$ cat config.mk
export PLATFORM = sky130hd
export DESIGN_NAME = mux_l2_arb
export DESIGN_NICKNAME = d
export VERILOG_FILES = /design/src/rtl/mux_l2_arb.sv
export SDC_FILE = /design/constraint.sdc
export NUM_CORES = 1
export LEC_CHECK = 0
export ABC_AREA = 1
export CORE_ASPECT_RATIO = 2
export CORE_MARGIN = 2
export CORE_UTILIZATION = 40
export DETAILED_ROUTE_END_ITERATION = 12
export SYNTH_ARGS = -nofsm -noshare
export SYNTH_HDL_FRONTEND = slang
export SYNTH_SLANG_ARGS = --single-unit
export TNS_END_PERCENT = 5
$ cat constraint.sdc
create_clock -name clk -period 2.55 [get_ports clk]
set_clock_uncertainty 0.2 [all_clocks]
set_input_delay 0.3825 -clock clk [delete_from_list [all_inputs] [get_ports clk]]
set_output_delay 0.3825 -clock clk [all_outputs]
set_load 0.005 [all_outputs]
$ cat src/rtl/mux_l2_arb.sv
// mux_l2_arb: two-lane FIFO buffered merge with round-robin arbitration and registered output.
module mux_l2_arb #(
  parameter int DATA_W = 8,
  parameter int DEPTH = 4
) (
  input  logic              clk,
  input  logic              reset,
  input  logic [DATA_W-1:0] dataIn0,
  input  logic              validIn0,
  input  logic [DATA_W-1:0] dataIn1,
  input  logic              validIn1,
  input  logic              pause,
  output logic [DATA_W-1:0] dataOut,
  output logic              validOut,
  output logic              selOut,
  output logic              full0,
  output logic              full1,
  output logic              almostFull0,
  output logic              almostFull1,
  output logic              overflow0,
  output logic              overflow1
);
  localparam int AW = $clog2(DEPTH);
  localparam logic [AW:0] CNT_FULL = (AW+1)'(DEPTH);
  localparam logic [AW:0] CNT_AF = (AW+1)'(DEPTH-1);
  localparam logic [AW:0] CNT_ONE = (AW+1)'(1);
  localparam logic [AW-1:0] PTR_ONE = AW'(1);
  logic [DATA_W-1:0] mem0 [DEPTH];
  logic [DATA_W-1:0] mem1 [DEPTH];
  logic [AW-1:0] wrPtr0, rdPtr0, wrPtr1, rdPtr1;
  logic [AW:0] count0, count1;
  logic lastServed, pop0, pop1, push0, push1;
  // Pop is decided on pre-edge counts, so a word written this edge cannot be popped until the next one.
  always_comb begin
    pop0 = !pause && |count0 && (~|count1 || lastServed);
    pop1 = !pause && |count1 && (~|count0 || !lastServed);
    push0 = reset && validIn0 && (count0 != CNT_FULL || pop0);
    push1 = reset && validIn1 && (count1 != CNT_FULL || pop1);
  end
  assign full0 = count0 == CNT_FULL;
  assign full1 = count1 == CNT_FULL;
  assign almostFull0 = count0 >= CNT_AF;
  assign almostFull1 = count1 >= CNT_AF;
  always_ff @(posedge clk) begin
    if (push0) mem0[wrPtr0] <= dataIn0;
    if (push1) mem1[wrPtr1] <= dataIn1;
  end
  always_ff @(posedge clk or negedge reset) begin
    if (!reset) begin
      wrPtr0 <= '0;
      rdPtr0 <= '0;
      wrPtr1 <= '0;
      rdPtr1 <= '0;
      count0 <= '0;
      count1 <= '0;
      lastServed <= 1'b1;
      dataOut <= '0;
      validOut <= 1'b0;
      selOut <= 1'b0;
      overflow0 <= 1'b0;
      overflow1 <= 1'b0;
    end else begin
      if (push0) wrPtr0 <= wrPtr0 + PTR_ONE;
      if (pop0) rdPtr0 <= rdPtr0 + PTR_ONE;
      if (push1) wrPtr1 <= wrPtr1 + PTR_ONE;
      if (pop1) rdPtr1 <= rdPtr1 + PTR_ONE;
      if (push0 != pop0) count0 <= push0 ? count0 + CNT_ONE : count0 - CNT_ONE;
      if (push1 != pop1) count1 <= push1 ? count1 + CNT_ONE : count1 - CNT_ONE;
      if (validIn0 && !push0) overflow0 <= 1'b1;
      if (validIn1 && !push1) overflow1 <= 1'b1;
      validOut <= pop0 | pop1;
      if (pop0 | pop1) begin
        dataOut <= pop0 ? mem0[rdPtr0] : mem1[rdPtr1];
        selOut <= pop1;
        lastServed <= pop1;
      end
    end
  end
endmodule

### After elaboration in Yosys (flattened, before gate mapping)

Memory sizes are Yosys's and may differ from the RTL's.
Cells that the tools add are included.

* add/sub/neg operators: 8
* order comparisons: 2
* equal/unequal tests: 6
* muxes and demuxes: 7
* bitwise gates (word level): 1
* reduce and logical (&&, ||, !) cells: 22

Operator list (count)
* $logic_and A1 B1 Y1: 10
* $add A2 B1 Y2 const B: 4
* $mux W8: 1
* $add A3 B1 Y3 const B: 2
* $eq A3 B3 Y1 const B: 2
* $ge A3 B2 Y1 const B: 2
* $logic_not A1 Y1: 6
* $mux W3: 2
* $ne A3 B3 Y1 const B: 2
* $reduce_or A3 Y1: 2
* $sub A3 B1 Y3 const B: 2
* $logic_or A1 B1 Y1: 4
* $mux W1: 4
* $ne A1 B1 Y1: 2
* $or A1 B1 Y1: 1

* flip-flop bits (word level): 27
* bits in writable memories: 64
* input port bits: 21
* output and inout bits: 16
* memories kept: 2

Memory list
* mem0: depth 4, width 8, read ports 1, clocked after Yosys merged registers in 0, write ports 1, line 28 `logic [DATA_W-1:0] mem0 [DEPTH];`
* mem1: depth 4, width 8, read ports 1, clocked after Yosys merged registers in 0, write ports 1, line 29 `logic [DATA_W-1:0] mem1 [DEPTH];`

### Depth between registers and ports, before layout

* depth after elaboration: 8
* mapped depth: 12
* depth with buffers taken out: 12

### Worst setup path after synthesis

Ideal clock, no wire load.

* path kind: reg2reg
* from: register count0[1]
* to: memory mem1[0][0], enable pin
* library setup time: 371 ps
* arrival: 1430 ps
* data required time: 1979 ps
* path slack: 550 ps
* cell stages (with the launch flop): 8
* clock period less this slack: 2000 ps
* cell sequence: dfrtp_1 > nor2_2 > nand2_1 > nand2_2 > nand3_4 > nand2_2 > inv_2 > nor2_1

* word-level cells in the longest chain between the ends: 8

RTL lines
* start: declaration: line 31 `logic [AW:0] count0, count1;`
* start signal: assignment: line 67 `if (push0 != pop0) count0 <= push0 ? count0 + CNT_ONE : count0 - CNT_ONE;`
* $reduce_or A3 Y1: line 36 `pop1 = !pause && |count1 && (~|count0 || !lastServed);`
* $logic_not A1 Y1: line 36
* $logic_or A1 B1 Y1: line 36
* $logic_and A1 B1 Y1: line 36
* $logic_or A1 B1 Y1: line 38 `push1 = reset && validIn1 && (count1 != CNT_FULL || pop1);`
* $logic_and A1 B1 Y1: line 38
* $mux W1: line 46 `if (push1) mem1[wrPtr1] <= dataIn1;`
* $mux W1 (implied by the code): line 46
* end: declaration: line 29

No other way between the ends.

### Worst setup path in the final report

* from: register count0[1]
* to: output full0

* word-level cells in the longest chain between the ends: 1

RTL lines
* $eq A3 B3 Y1: line 40 `assign full0 = count0 == CNT_FULL;`
* end: declaration: line 16 `output logic full0,`

No other way between the ends.

==> flow_metrics.py <==
metrics = {
    "run_status": {
        "run_status": "finished clean",
    },
    "clocking": {
        "cts-htree-levels": 3,
        "post_cts.repair.setup_buffers": 0,
        "cts_tree": "built",
        "cts_root_buffer": "clkbuf_16",
        "ctsLongestPathBuffers": 2,
        "cts_resized": 0,
        "path_clk_slew_ns": 0.06,
        "cts_buffers": 9,
        "clk_latency_ns": 0.33,
        "cts_sinks": 91,
        "postCtsHoldBufs": 0,
    },
    "layout": {
        "final_core_util": 0.500,
        "diodes": 0,
        "area_growth_pct": 22.6,
        "final_cells": 558,
        "final_layout_size_suffix_gt1_frac": 0.129,
        "fin_nets": 452,
        "fill_cells": 930,
    },
    "setup_path": {
        "max_stage_delay_ns": 0.49,
        "crit_arrival_ns": 1.64,
        "end_kind": "output pin",
        "crit_path_start_kind": "flop",
        "path_class": "flop to output pin",
        "critPathMaxFanout": 4,
        "path_buf_inv": 2,
        "rr_endpoint": "count1[2]$_DFFE_PN0P_",
        "ff2ff_path_depth": 11,
        "cpLargestDelayFamily": "buffers and inverters",
        "rrSetupSlack_ns": 0.38,
        "crit_chain": "nor2_2 -> nand2_1 -> inv_1 -> clkdlybuf4s50_1",
        "slowest_stage": "clkdlybuf4s50_1",
        "r2r-start": "count0[1]$_DFFE_PN0P_",
        "cp.required_ns": 1.97,
    },
    "detailed_routing": {
        "wirelength_mm": 8.00,
        "vias_per_cell": 4.70,
        "ant_nets": 0,
        "drc_errors": 0,
        "routedWlPerCell_um": 14.3,
        "dr.pass1.iters": 4,
        "routed-via-count": 2624,
        "dr.first_iter.drc_count": 110,
    },
    "place": {
        "io_buffer_count": 36,
        "gp_congestion": 0.852,
        "post-place-cells": 542,
        "dp_hpwl_mm": 5.99,
    },
    "global_routing": {
        "track_usage": 0.166,
        "grt_pass1_vias": 2701,
        "grt_pass1_wl_mm": 13.0,
        "grt_max_degree": 19,
        "antenna_found_initial": 0,
        "overflow": 0,
    },
    "power": {
        "power_density_nw_per_um2": 1140,
        "power_leakage_nw": 2.02,
        "peakVddDrop_mv": 0.448,
    },
    "timing": {
        "fin_crit_ns": 2.22,
        "fmax_mhz": 450,
        "period_share": 0.871,
        "fin_setup_tns_ns": 0,
        "setup_viol": 0,
        "slew_viol_final": 0,
        "rsz0062_at_grt": "no",
        "final_hold_viol_count": 0,
        "tightest_slew_ns": 0.473,
        "timing.slew.headroom": 0.684,
    },
    "hold_path": {
        "holdPathStages": 2,
        "worst_hold_startpoint": "overflow0$_DFFE_PN0P_",
        "min_to": "overflow0$_DFFE_PN0P_",
        "hold_path_class": "flop to flop",
    },
    "synthesis": {
        "synth_top_area_frac": 0.485,
        "ys_ff_latch": 91,
        "synth_area_per_cell_um2": 10.8,
        "yosys_warnings": 0,
        "synth_top_area_cell": "edfxtp_1",
        "synthDistinctLibCells": 26,
        "syn_inst": 367,
        "yosysSeqAreaShare": 0.656,
        "synth_area_leaders": "edfxtp_1 (49%), dfrtp_1 (16%), nand2_1 (9.8%), nand3_1 (4.5%), nor2_1 (4.1%)",
        "synth_area_um2": 3960,
        "syn_nets": 398,
    },
    "floorplan": {
        "ios": 37,
        "num_rows": 51,
        "floorplan.initialDensity": 0.408,
        "fp.coreArea_um2": 9700,
        "die_h_um": 145,
        "fp.dieW_um": 74.4,
        "die-area_um2": 10800,
    },
    "run": {
        "drv_cap": 0,
    },
}
==> synth_stat cells, drive strengths merged <==
library cell,count
dfstp,1
o21ai,19
nand3,38
nor2,48
xor2,4
dfrtp,26
a21oi,3
buf,9
ha,8
fa,2
nand4,2
inv,30
clkinv,1
edfxtp,64
nand2,110
nand3b,2
==> cell families after synthesis <==
| family | synth area share |
|---|---|
| DFF | 0.656 |
| adders and majority gates | 0.0354 |
| xor gates and xnor gates | 0.0107 |
| AOI/OAI and AO/OA | 0.0335 |
| and+or+nand+nor | 0.221 |
| buffers and inverters | 0.0436 |
==> per-layer routing <==
layer	GRT usage	vias up	wire length, µm
li1	-	1313	-
met1	0.163	1251	2890
met2	0.320	48	4690
met3	0.0332	12	248
met4	0.0695	0	170
met5	0	-	0
==> layout make-up <==
| cell class | count | area (µm²) | share of cell area |
|---|---|---|---|
| Sequential cell | 91 | 2600 | 0.535 |
| Clock buffer | 10 | 239 | 0.0492 |
| Inverter | 31 | 116 | 0.0240 |
| Clock inverter | 6 | 65.1 | 0.0134 |
| Timing Repair Buffer | 52 | 480 | 0.0990 |
| Multi-Input combinational cell | 236 | 1190 | 0.245 |
| Tap cell | 132 | 165 | 0.0340 |
==> worst register-to-register path, cell delays in order, from the launching register on <==
cell and delay (ns):
dfrtp_1 0.43, nor2_2 0.22, nand2_1 0.09, nand2_2 0.11, nand3_4 0.11, nand2_2 0.13, inv_2 0.08, fa_1 0.40
nand2_1 0.10, nand3_1 0.08, nand2_1 0.06, nand2_1 0.05
==> worst max-delay path by stage <==
stage	slack [ns]	cells past startpoint	from	to
final	0.33	4	count0[1]$_DFFE_PN0P_	full0
after global routing	0.18	11	count0[0]$_DFFE_PN0P_	count1[2]$_DFFE_PN0P_
after detailed placement	0.08	10	pause	count1[2]$_DFFE_PN0P_
after floorplan	0.55	7	count0[1]$_DFFE_PN0P_	mem1[0][0]$_DFFE_PP_
after global placement	0.12	10	pause	count1[2]$_DFFE_PN0P_
after CTS	0.30	4	count0[1]$_DFFE_PN0P_	full0
==> state kept, by name (all words and copies together) (netlist names) <==
signal / flops
count1: 3
validOut: 1
selOut: 1
overflow1: 1
overflow0: 1
wrPtr1: 2
mem1: 32
wrPtr0: 2
rdPtr0: 2
dataOut: 8
mem0: 32
rdPtr1: 2
count0: 3
lastServed: 1
==> layout by cell type, fill, tap and decap left out <==
cell type        count
nand2_1            103
edfxtp_1            64
nor2_1              43
nand3_1             36
clkdlybuf4s50_1     36
dfrtp_1             26
inv_1               25
o21ai_0             19
buf_4               16
clkbuf_16            9
ha_1                 8
nand2_2              7
inv_2                5
nor2_4               3
xor2_1               3
nor2_2               2
a21oi_4              2
nand3b_1             2
nand4_1              2
fa_1                 2
clkinv_2             2
clkinv_4             2
nand3_4              1
nand3_2              1
a21oi_1              1
clkinv_1             1
xor2_2               1
bufinv_16            1
clkbuf_8             1
clkinvlp_4           1
dfstp_2              1
==> report_power, final <==
| part | internal [W] | switching [W] |
|---|---|---|
| Combinational | 0.000814 | 0.00120 |
| Sequential | 0.00195 | 0.000235 |
| Clock | 0.000785 | 0.000534 |
==> metrics by stage <==
| stage | total power (W) | area, µm² | setup slack (ns) | hold slack, ns |
|---|---|---|---|---|
| floorplan | 0.00351 | 3960 | 0.550 | -0.113 |
| global placement | 0.00421 | 4550 | 0.120 | 0.249 |
| detailed placement | 0.00427 | 4550 | 0.0828 | 0.255 |
| CTS | 0.00561 | 4850 | 0.297 | 0.273 |
| global route | 0.00596 | 4850 | 0.184 | 0.310 |
| finish | 0.00552 | 4850 | 0.329 | 0.269 |
Power figures use the tool's default switching activity.
